### config.mk
export PLATFORM = sky130hd
export DESIGN_NAME = dqn_train_sequencer
export DESIGN_NICKNAME = d
export VERILOG_FILES = /design/src/rtl/dqn_train_sequencer.sv
export SDC_FILE = /design/constraint.sdc
export NUM_CORES = 1
export LEC_CHECK = 0
export BUFFER_PORTS_ARGS = -buffer_cell sky130_fd_sc_hd__buf_2
export CORE_UTILIZATION = 55
export DETAILED_ROUTE_END_ITERATION = 16
export PLACE_DENSITY = 0.85
export SETUP_SLACK_MARGIN = 0.15
export SYNTH_ARGS = -nofsm -noshare
export SYNTH_HDL_FRONTEND = slang
export SYNTH_SLANG_ARGS = --single-unit
### constraint.sdc
create_clock -name clk -period 4.3 [get_ports clk]
set_clock_uncertainty 0.15 [all_clocks]
set_input_delay 0.86 -clock clk [delete_from_list [all_inputs] [get_ports clk]]
set_output_delay 0.86 -clock clk [all_outputs]
set_load 0.05 [all_outputs]
### src/rtl/dqn_train_sequencer.sv
// Purpose: steps a DQN training datapath through LAST_PHASE phases per step for num_steps steps, captures the bias gradient.
// Latency: every control output is registered; a decision made at one rising edge shows up on the outputs right after that edge.
// Backpressure: phase_done gates each phase advance; a phase stalled for TIMEOUT cycles parks the block in ERR until start.
//
// Ports:
//   clk, rst        rising-edge clock; asynchronous active-high reset
//   start           one-cycle run request (accepted only in IDLE; in ERR it only clears the error)
//   abort           cancels a run in progress; ignored when not running
//   num_steps       steps per run, latched on an accepted start (0 = finish immediately)
//   phase_done      datapath acknowledgement that the current phase is complete
//   delta           Q6.10 output-layer error, captured at CAPTURE_PHASE
//   step            current step index (0 when idle)
//   controller      current phase code (0 when idle)
//   deltab          Q6.10 bias gradient = delta >>> 5, held between captures
//   busy            high while a run is in progress
//   done            one-cycle completion pulse
//   err             sticky phase-timeout flag
module dqn_train_sequencer #(
   parameter int LAST_PHASE    = 11,
   parameter int CAPTURE_PHASE = 9,
   parameter int TIMEOUT       = 255
) (
   input  logic               clk,
   input  logic               rst,
   input  logic               start,
   input  logic               abort,
   input  logic [3:0]         num_steps,
   input  logic               phase_done,
   input  logic signed [15:0] delta,
   output logic [3:0]         step,
   output logic [3:0]         controller,
   output logic signed [15:0] deltab,
   output logic               busy,
   output logic               done,
   output logic               err
);

   localparam int TW = (TIMEOUT < 2) ? 1 : $clog2(TIMEOUT + 1);
   // The stall that would bring the timer up to TIMEOUT is the one that trips the error.
   localparam logic [TW-1:0] TMAX = TW'(TIMEOUT - 1);
   localparam logic [3:0]    LAST = 4'(LAST_PHASE);
   localparam logic [3:0]    CAPT = 4'(CAPTURE_PHASE);

   typedef enum logic [1:0] {IDLE, RUN, FIN, ERR} state_t;

   state_t             state, state_n;
   logic [3:0]         nsteps, nsteps_n;
   logic [3:0]         step_n, ctrl_n;
   logic signed [15:0] deltab_n;
   logic               busy_n, done_n, err_n;
   logic [TW-1:0]      timer, timer_n;

   always_ff @(posedge clk or posedge rst) begin
      if (rst) begin
         state      <= IDLE;
         nsteps     <= '0;
         step       <= '0;
         controller <= '0;
         deltab     <= '0;
         busy       <= 1'b0;
         done       <= 1'b0;
         err        <= 1'b0;
         timer      <= '0;
      end else begin
         state      <= state_n;
         nsteps     <= nsteps_n;
         step       <= step_n;
         controller <= ctrl_n;
         deltab     <= deltab_n;
         busy       <= busy_n;
         done       <= done_n;
         err        <= err_n;
         timer      <= timer_n;
      end
   end

   always_comb begin
      state_n  = state;
      nsteps_n = nsteps;
      step_n   = step;
      ctrl_n   = controller;
      deltab_n = deltab;
      busy_n   = busy;
      done_n   = 1'b0;
      err_n    = err;
      timer_n  = timer;

      case (state)
         IDLE: begin
            if (start) begin
               if (num_steps != 4'd0) begin
                  state_n  = RUN;
                  nsteps_n = num_steps;
                  step_n   = 4'd1;
                  ctrl_n   = 4'd1;
                  busy_n   = 1'b1;
                  timer_n  = '0;
               end else begin
                  // Empty run: skip straight to the completion pulse.
                  state_n = FIN;
                  done_n  = 1'b1;
               end
            end
         end

         RUN: begin
            if (abort) begin
               // Abort wins over a simultaneous phase_done, so no capture either.
               state_n = IDLE;
               step_n  = 4'd0;
               ctrl_n  = 4'd0;
               busy_n  = 1'b0;
               timer_n = '0;
            end else if (phase_done) begin
               timer_n = '0;
               if (controller == CAPT) begin
                  deltab_n = delta >>> 5;
               end
               if (controller < LAST) begin
                  ctrl_n = controller + 4'd1;
               end else if (step < nsteps) begin
                  step_n = step + 4'd1;
                  ctrl_n = 4'd1;
               end else begin
                  state_n = FIN;
                  step_n  = 4'd0;
                  ctrl_n  = 4'd0;
                  busy_n  = 1'b0;
                  done_n  = 1'b1;
               end
            end else if (timer == TMAX) begin
               // step/controller keep the failing position for debug.
               state_n = ERR;
               err_n   = 1'b1;
               busy_n  = 1'b0;
               timer_n = '0;
            end else begin
               timer_n = timer + 1'b1;
            end
         end

         FIN: begin
            state_n = IDLE;
         end

         ERR: begin
            if (start) begin
               state_n = IDLE;
               err_n   = 1'b0;
               step_n  = 4'd0;
               ctrl_n  = 4'd0;
            end
         end

         default: begin
            state_n = IDLE;
         end
      endcase
   end

endmodule
==> metrics.txt, run 1 <==
Net Sw Frac=41.6%; PortBufs=46; 1st-iter DRT viols=44; Synth Cell Area=1890 sq um; die area=3680 sq um; power share of the sequential group=43.4%; M1 GR Usage=30.5%; Netlist cell types=37; most frequent cells in the layout=46 x buf_2, 36 x dfrtp_1, 19 x nand2_1; CP Capture Type=flip-flop; Peak Freq=409 MHz; DRC Markers=0; GP Congestion=0.800; Die Ht=60.6 microns; antenna violations before repair=0; area grow syn2layout=15.6%; Overflow after GRT=0; asr flop ratio synth=100%; CTS Sinks=36; Tightest Pin Transition=0.814 ns; drt wl/cell=12.3 microns; GRT Overall Usage=21.0%; antenna-violating nets left=0; Startpoint Class=primary input; share of layout cells above drive strength 1=25.9%; Setup violations, final=0; Post-CTS Setup Bufs=0; nets=265; Mapped Cells=188; pin count of the biggest net entering global routing=37; CTS Hold Buffers Added=0; Crit Path Class=in2reg; post-CTS sizing=0; status=completed; CTS tree=yes; part of the power in combinational logic=38.7%; chip width=60.6 microns; leading cell type in the layout, fill and taps excluded=buf_2; Skew-Pair Late Insertion Delay=0.32 ns; Top FF cell, synth=dfrtp_1; DP HPWL=2540 microns; Vias/cell=5.39; met2 Usage GRT=31.6%; total negative slack=0 ns; Ports=52; internal power=0.627 mW; Inserted Diodes=0; min cycle time layout=2.45 ns; PD cells=491 nW/um^2; DRT Wirelength=3400 microns; row count=20; crit path max fanout=11; initial core utilization=60.0%; Clock Pin Slew Worst Setup and Hold Paths=0.09 ns; global route hottest layer=met2; Max-slew headroom=45.4%; RSZ-0062 raised after global routing=no; Syn Nets=221; first-pass GRT wire length=5760 microns; CORE AREA=3150 sq um; vias in the first global route=1314; post-route clock period utilization=56.9%; switching power=0.446 mW; area of the multi-input gates=890 sq um; YS warnings=0; Core Util, Final=69.3%; #FFs+latches synth=36; Final Hold Fails=0; flip-flop and latch area=901 sq um; FILL cells=259; Clk pwr share=17.9%; max_cap viols=0; Min-Delay Path Class=reg2reg; arrival time worst endpoint=2.50 ns; worst ir drop on vdd=0.000321 V; TritonCTS Buffers=5; root buf cell=clkbuf_4; Seq/Total Area, Yosys=47.7%; critical path required time=4.36 ns; drt first pass iters=4; synthesized area per cell=10.1 sq um; GR Layer Usage met3=4.26%; Max Slew Vio Count=0; total number of vias=1489; Pleak=1.11 nW; H-tree depth=2; CTS Buffer Depth=2; Post-synth EDFFs=0
==> per-stage QoR <==
stage | cells | setup slack (ns) | cell area (sq um) | total power [mW] | hold WS, ns
2_1_floorplan | 188 | 1.99 | 1890 | 0.793 | 0.291
5_1_grt | 276 | 1.71 | 2190 | 1.16 | 0.359
4_1_cts | 276 | 1.84 | 2190 | 1.08 | 0.342
6_report | 276 | 1.85 | 2190 | 1.07 | 0.337
3_5_place_dp | 269 | 1.49 | 2120 | 0.886 | 0.320
3_3_place_gp | 269 | 1.52 | 2120 | 0.877 | 0.312
==> path summary, 6_finish.rpt <==
path                               start   endpoint  slack [ns]  depth (start not counted)
max in group asynchronous            rst       done        3.22                          3
worst max register to register  state[0]  deltab[9]        1.87                          4
min in group asynchronous            rst   timer[3]        0.46                          3
worst min-delay path            timer[6]   timer[6]        0.34                          1
worst max-delay path               abort  deltab[9]        1.85                          5
worst min register to register  timer[6]   timer[6]        0.34                          1
==> routing by layer <==
layer | vias up | wire (microns) | part of all wire (%)
met4 | 0 | 37 | 1.1
met2 | 52 | 1430 | 42
met5 | - | 0 | 0
met1 | 680 | 1730 | 51
met3 | 5 | 213 | 6.3
li1 | 752 | - | -
==> kinds of logic after synthesis <==
logic type	Yosys count	synth area share, %
buffers and inverters	20	5.29
and+or+nand+nor	63	18.3
DFF	36	47.7
adders and majority gates	8	5.29
muxes	12	7.15
AOI/OAI and AO/OA	49	16.3
==> synthesized netlist by cell type (4+ instances only) <==
cell	n	area (sq um)
dfrtp_1	36	901
nand2_1	19	71.3
o21ai_1	14	70.1
mux2_1	12	135
nor2_1	11	41.3
inv_1	10	37.5
ha_1	8	100
o21ai_0	8	40.0
a21oi_1	7	35.0
buf_4	6	45.0
nand2b_1	5	31.3
nand3_1	4	20.0
nor2b_1	4	25.0
o21a_1	4	30.0
o31ai_1	4	30.0
or2_1	4	25.0
==> registers in the layout, indices dropped and copies added, names as in the netlist <==
register,count
state,2
timer,8
busy,1
err,1
step,4
nsteps,4
deltab,11
controller,4
done,1
==> layout make-up <==
cell class	instances	area share, %
Sequential cell	36	41.2
Multi-Input combinational cell	132	40.7
Timing Repair Buffer	47	10.9
Clock buffer	7	2.98
Tap cell	44	2.52
Inverter	10	1.72
==> worst max-delay path: stages <==
cell and delay, ns:
buf_2 0.13, nor3b_4 0.27, nand2_1 0.16, nor3_2 0.69
mux2_1 0.39
==> power by group through the flow <==
stage                     logic [mW]  clock network, mW  registers, mW
after floorplan                0.253                  0          0.540
after global placement         0.407                  0          0.470
after detailed placement       0.416                  0          0.470
after CTS                      0.419              0.199          0.464
after global routing           0.467              0.212          0.478
final                          0.415              0.192          0.465
Power figures use the tool's default switching activity.
==> inputs of run 2 (changes only) <==
- CORE_UTILIZATION: 55 -> 52
- PLACE_DENSITY: 0.85 -> 0.81
- clock period: 4.3 -> 2.3 ns (I/O delays scaled with it)
==> metrics.txt, run 2 (synthesized netlist as in run 1, its figures left out) <==
nets=270; flip-flop and latch area=902 sq um; Clock Pin Slew Worst Setup and Hold Paths=0.11 ns; Skew-Pair Late Insertion Delay=0.35 ns; Peak Freq=505 MHz; Reg with most FFs=deltab; worst ir drop on vdd=0.000639 V; most frequent cells in the layout=46 x buf_2, 35 x dfrtp_1, 19 x nand2_1; arrival time worst endpoint=2.05 ns; drt wl/cell=13.3 microns; TritonCTS Buffers=5; Ports=52; DRC Markers=0; area post-placement=2160 sq um; Max Slew Vio Count=0; area grow syn2layout=18.8%; Tot Pwr=2.14 mW; antenna violations before repair=0; Max-slew headroom=51.7%; drt first pass iters=4; CTS Sinks=36; antenna-violating nets left=0; GRT Overall Usage=22.0%; Tightest Pin Transition=0.718 ns; first-pass GRT wire length=6650 microns; CTS Hold Buffers Added=0; Overflow after GRT=0; RR Startpoint=step[1]; vias in the first global route=1517; CP Capture Type=flip-flop; Startpoint Class=flip-flop; Setup violations, final=0; post-CTS sizing=0; CTS tree=yes; FILL cells=293; Largest regs=deltab (11), timer (8); crit path max fanout=5; PortBufs=46; RSZ-0062 raised after global routing=no; CORE AREA=3420 sq um; Crit Path Class=reg2reg; max_cap viols=0; area of the multi-input gates=893 sq um; total number of vias=1581; DRT Wirelength=3770 microns; PD cells=953 nW/um^2; Inserted Diodes=0; share of layout cells above drive strength 1=28.6%; CTS Buffer Depth=2; pin count of the biggest net entering global routing=37; min cycle time layout=1.98 ns; total negative slack=0 ns; status=completed; leading cell type in the layout, fill and taps excluded=buf_2; GP Congestion=0.816; chip width=62.3 microns; Post-CTS Setup Bufs=0; root buf cell=clkbuf_4; DP HPWL=2760 microns; Vias/cell=5.57; post-route clock period utilization=86.1%; H-tree depth=2; critical path required time=2.38 ns; die area=3880 sq um; 1st-iter DRT viols=62; Post-Layout Inst Area=2250 sq um; Hold Slack=0.0598 ns; Die Ht=62.3 microns; max reg flops=11; initial core utilization=55.3%; Pleak=1.13 nW; Final Hold Fails=0; Min-Delay Path Class=in2async; Worst Setup SP=step[1]; row count=21
==> run 2: cell count changes in the layout (fill, tap and decap cells not counted), sizes merged <==
cell and delta:
buf +5, bufinv +1, clkbuf -2, clkinv +1, clkinvlp +1
==> run 2: layout make-up <==
class | instances | area share, %
tap | 46 | 2.56
multi-input combinational | 132 | 39.8
clock buffer | 5 | 1.67
clock inverter | 3 | 1.89
timing repair buffer | 52 | 12.3
inverter | 10 | 1.67
sequential | 36 | 40.2
==> run 2: routing by layer <==
metal  global-route usage, %  vias up  share of wire, %
met3                    5.33        5               4.6
met1                    28.5      770                46
met4                    9.59        0               1.8
met5                       0        -                 0
met2                    35.0       42                47
li1                        -      764                 -
==> run 2: report_power, final <==
part,switching [mW],internal (mW),total [mW]
sequential,0.118,0.740,0.859
clock,0.217,0.226,0.443
combinational,0.551,0.287,0.838
total,0.886,1.25,2.14
==> run 2: worst paths after layout <==
| kind | end | slack (ns) | cells after the start |
|---|---|---|---|
| setup / recovery | state[0] | 0.32 | 5 |
| hold / removal | timer[2] | 0.06 | 3 |
| setup reg to reg | state[0] | 0.32 | 5 |
| hold reg to reg | timer[7] | 0.33 | 1 |
| max in group asynchronous | state[1] | 1.61 | 3 |
| min in group clk | deltab[6] | 0.17 | 2 |
==> run 2: worst max-delay path, stage by stage (launching register included) <==
cell	delay [ns]
dfrtp_1	0.46
ha_1	0.30
o211ai_1	0.09
o21ai_2	0.21
a21oi_1	0.16
or4_1	0.48
==> run 2: through the flow <==
step,instances,setup WS [ns],util (%)
final,284,0.320,65.8
after global routing,284,0.178,65.8
after CTS,284,0.257,65.6
after detailed placement,276,0.176,63.3
after global placement,276,0.220,63.3
after floorplan,188,0.194,-
==> inputs of run 3 (changes only) <==
- CORE_ASPECT_RATIO: default -> 0.6
==> metrics.txt, run 3 (synthesized netlist as in run 1, its figures left out) <==
die area=3890 sq um; DRC Markers=0; R2R Setup Slk=0.27 ns; Placement Setup Slack=0.122 ns; 1st-iter DRT viols=116; Ports=52; CTS Sinks=36; total number of vias=1554; Crit Path Class=reg2reg; Final Hold Fails=0; CTS Buffer Depth=2; worst ir drop on vdd=0.000628 V; crit path max fanout=11; CTS tree=yes; max_cap viols=0; pin count of the biggest net entering global routing=37; Pleak=1.15 nW; max reg flops=11; TritonCTS Buffers=5; drt wl/cell=14.6 microns; status=completed; Peak Freq=491 MHz; Max-slew headroom=64.9%; GP Congestion=0.841; Tightest Pin Transition=0.521 ns; Post-Layout Inst Area=2260 sq um; Inserted Diodes=0; most frequent cells in the layout=46 x buf_2, 36 x dfrtp_1, 19 x nand2_1; nets=271; chip width=79.8 microns; drt first pass iters=4; PD cells=968 nW/um^2; antenna-violating nets left=0; antenna violations before repair=0; flip-flop and latch area=901 sq um; Clock Pin Slew Worst Setup and Hold Paths=0.07 ns; DRT Wirelength=4150 microns; first-pass GRT wire length=6960 microns; arrival time worst endpoint=2.05 ns; share of layout cells above drive strength 1=27.6%; leading cell type in the layout, fill and taps excluded=buf_2; Die Ht=48.7 microns; Overflow after GRT=0; row count=16; Min-Delay Path Class=in2async; post-route clock period utilization=88.5%; H-tree depth=2; RSZ-0062 raised after global routing=yes; Setup violations, final=0; Reg with most FFs=deltab; Startpoint Class=flip-flop; total negative slack=0 ns; FILL cells=259; area post-placement=2170 sq um; root buf cell=clkbuf_8; final setup margin=0.265 ns; critical path required time=2.31 ns; area of the multi-input gates=893 sq um; Max Slew Vio Count=0; initial core utilization=56.2%; PortBufs=46; area grow syn2layout=19.6%; CTS Hold Buffers Added=0; min cycle time layout=2.03 ns; GRT Overall Usage=23.8%; CORE AREA=3360 sq um; vias in the first global route=1430; DP HPWL=3170 microns; Largest regs=deltab (11), timer (8); Vias/cell=5.47; CP Capture Type=flip-flop; Skew-Pair Late Insertion Delay=0.28 ns
==> run 3: final timing paths <==
check,from,end,cells after the start
max,state[1],deltab[0],5
min,rst,deltab[6],3
max reg2reg,state[1],deltab[0],5
min reg2reg,deltab[7],deltab[7],1
max in group asynchronous,rst,deltab[8],3
min in group clk,delta[15],deltab[10],2
==> run 3: repair_timing <==
action | in CTS | in global routing
gates resized for setup | 0 | 1
setup buffers | 0 | 0
endpoints found under the setup margin | 0 | 4
==> run 3: power by group <==
part           switching [mW]  leakage (nW)  internal [mW]
logic                   0.577         0.616          0.295
clock network           0.213        0.0455          0.244
registers               0.119         0.484          0.740
total                   0.909          1.15           1.28
==> run 3: cell type report <==
cell class	count	area share (%)
multi-input combinational	132	39.5
timing repair buffer	53	12.5
clock buffer	8	3.98
tap	45	2.49
inverter	10	1.66
sequential	36	39.8
==> run 3: worst max-delay path, stage by stage, from the launching register on <==
cell,delay (ns)
dfrtp_1,0.53
nor3b_4,0.33
nand2_1,0.16
nor3_2,0.16
buf_4,0.22
mux2_1,0.35
==> run 3: layer usage <==
metal / part of all wire, % / vias up / routed length, microns / GRT usage (%)
met5: 0 / - / 0 / 0
li1: - / 770 / - / -
met3: 4.3 / 2 / 177 / 4.53
met4: 0.46 / 0 / 19 / 6.85
met2: 44 / 36 / 1840 / 34.5
met1: 51 / 746 / 2110 / 36.3
==> run 3: per-stage QoR <==
| step | cells | total power [mW] | hold WS (ns) | utilization, % |
|---|---|---|---|---|
| floorplan | 188 | 1.48 | 0.291 | - |
| global placement | 276 | 1.69 | 0.312 | 64.4 |
| detailed placement | 276 | 1.72 | 0.321 | 64.4 |
| global route | 284 | 2.35 | 0.164 | 67.2 |
| CTS | 284 | 2.19 | 0.130 | 67.1 |
| finish | 284 | 2.19 | 0.122 | 67.2 |
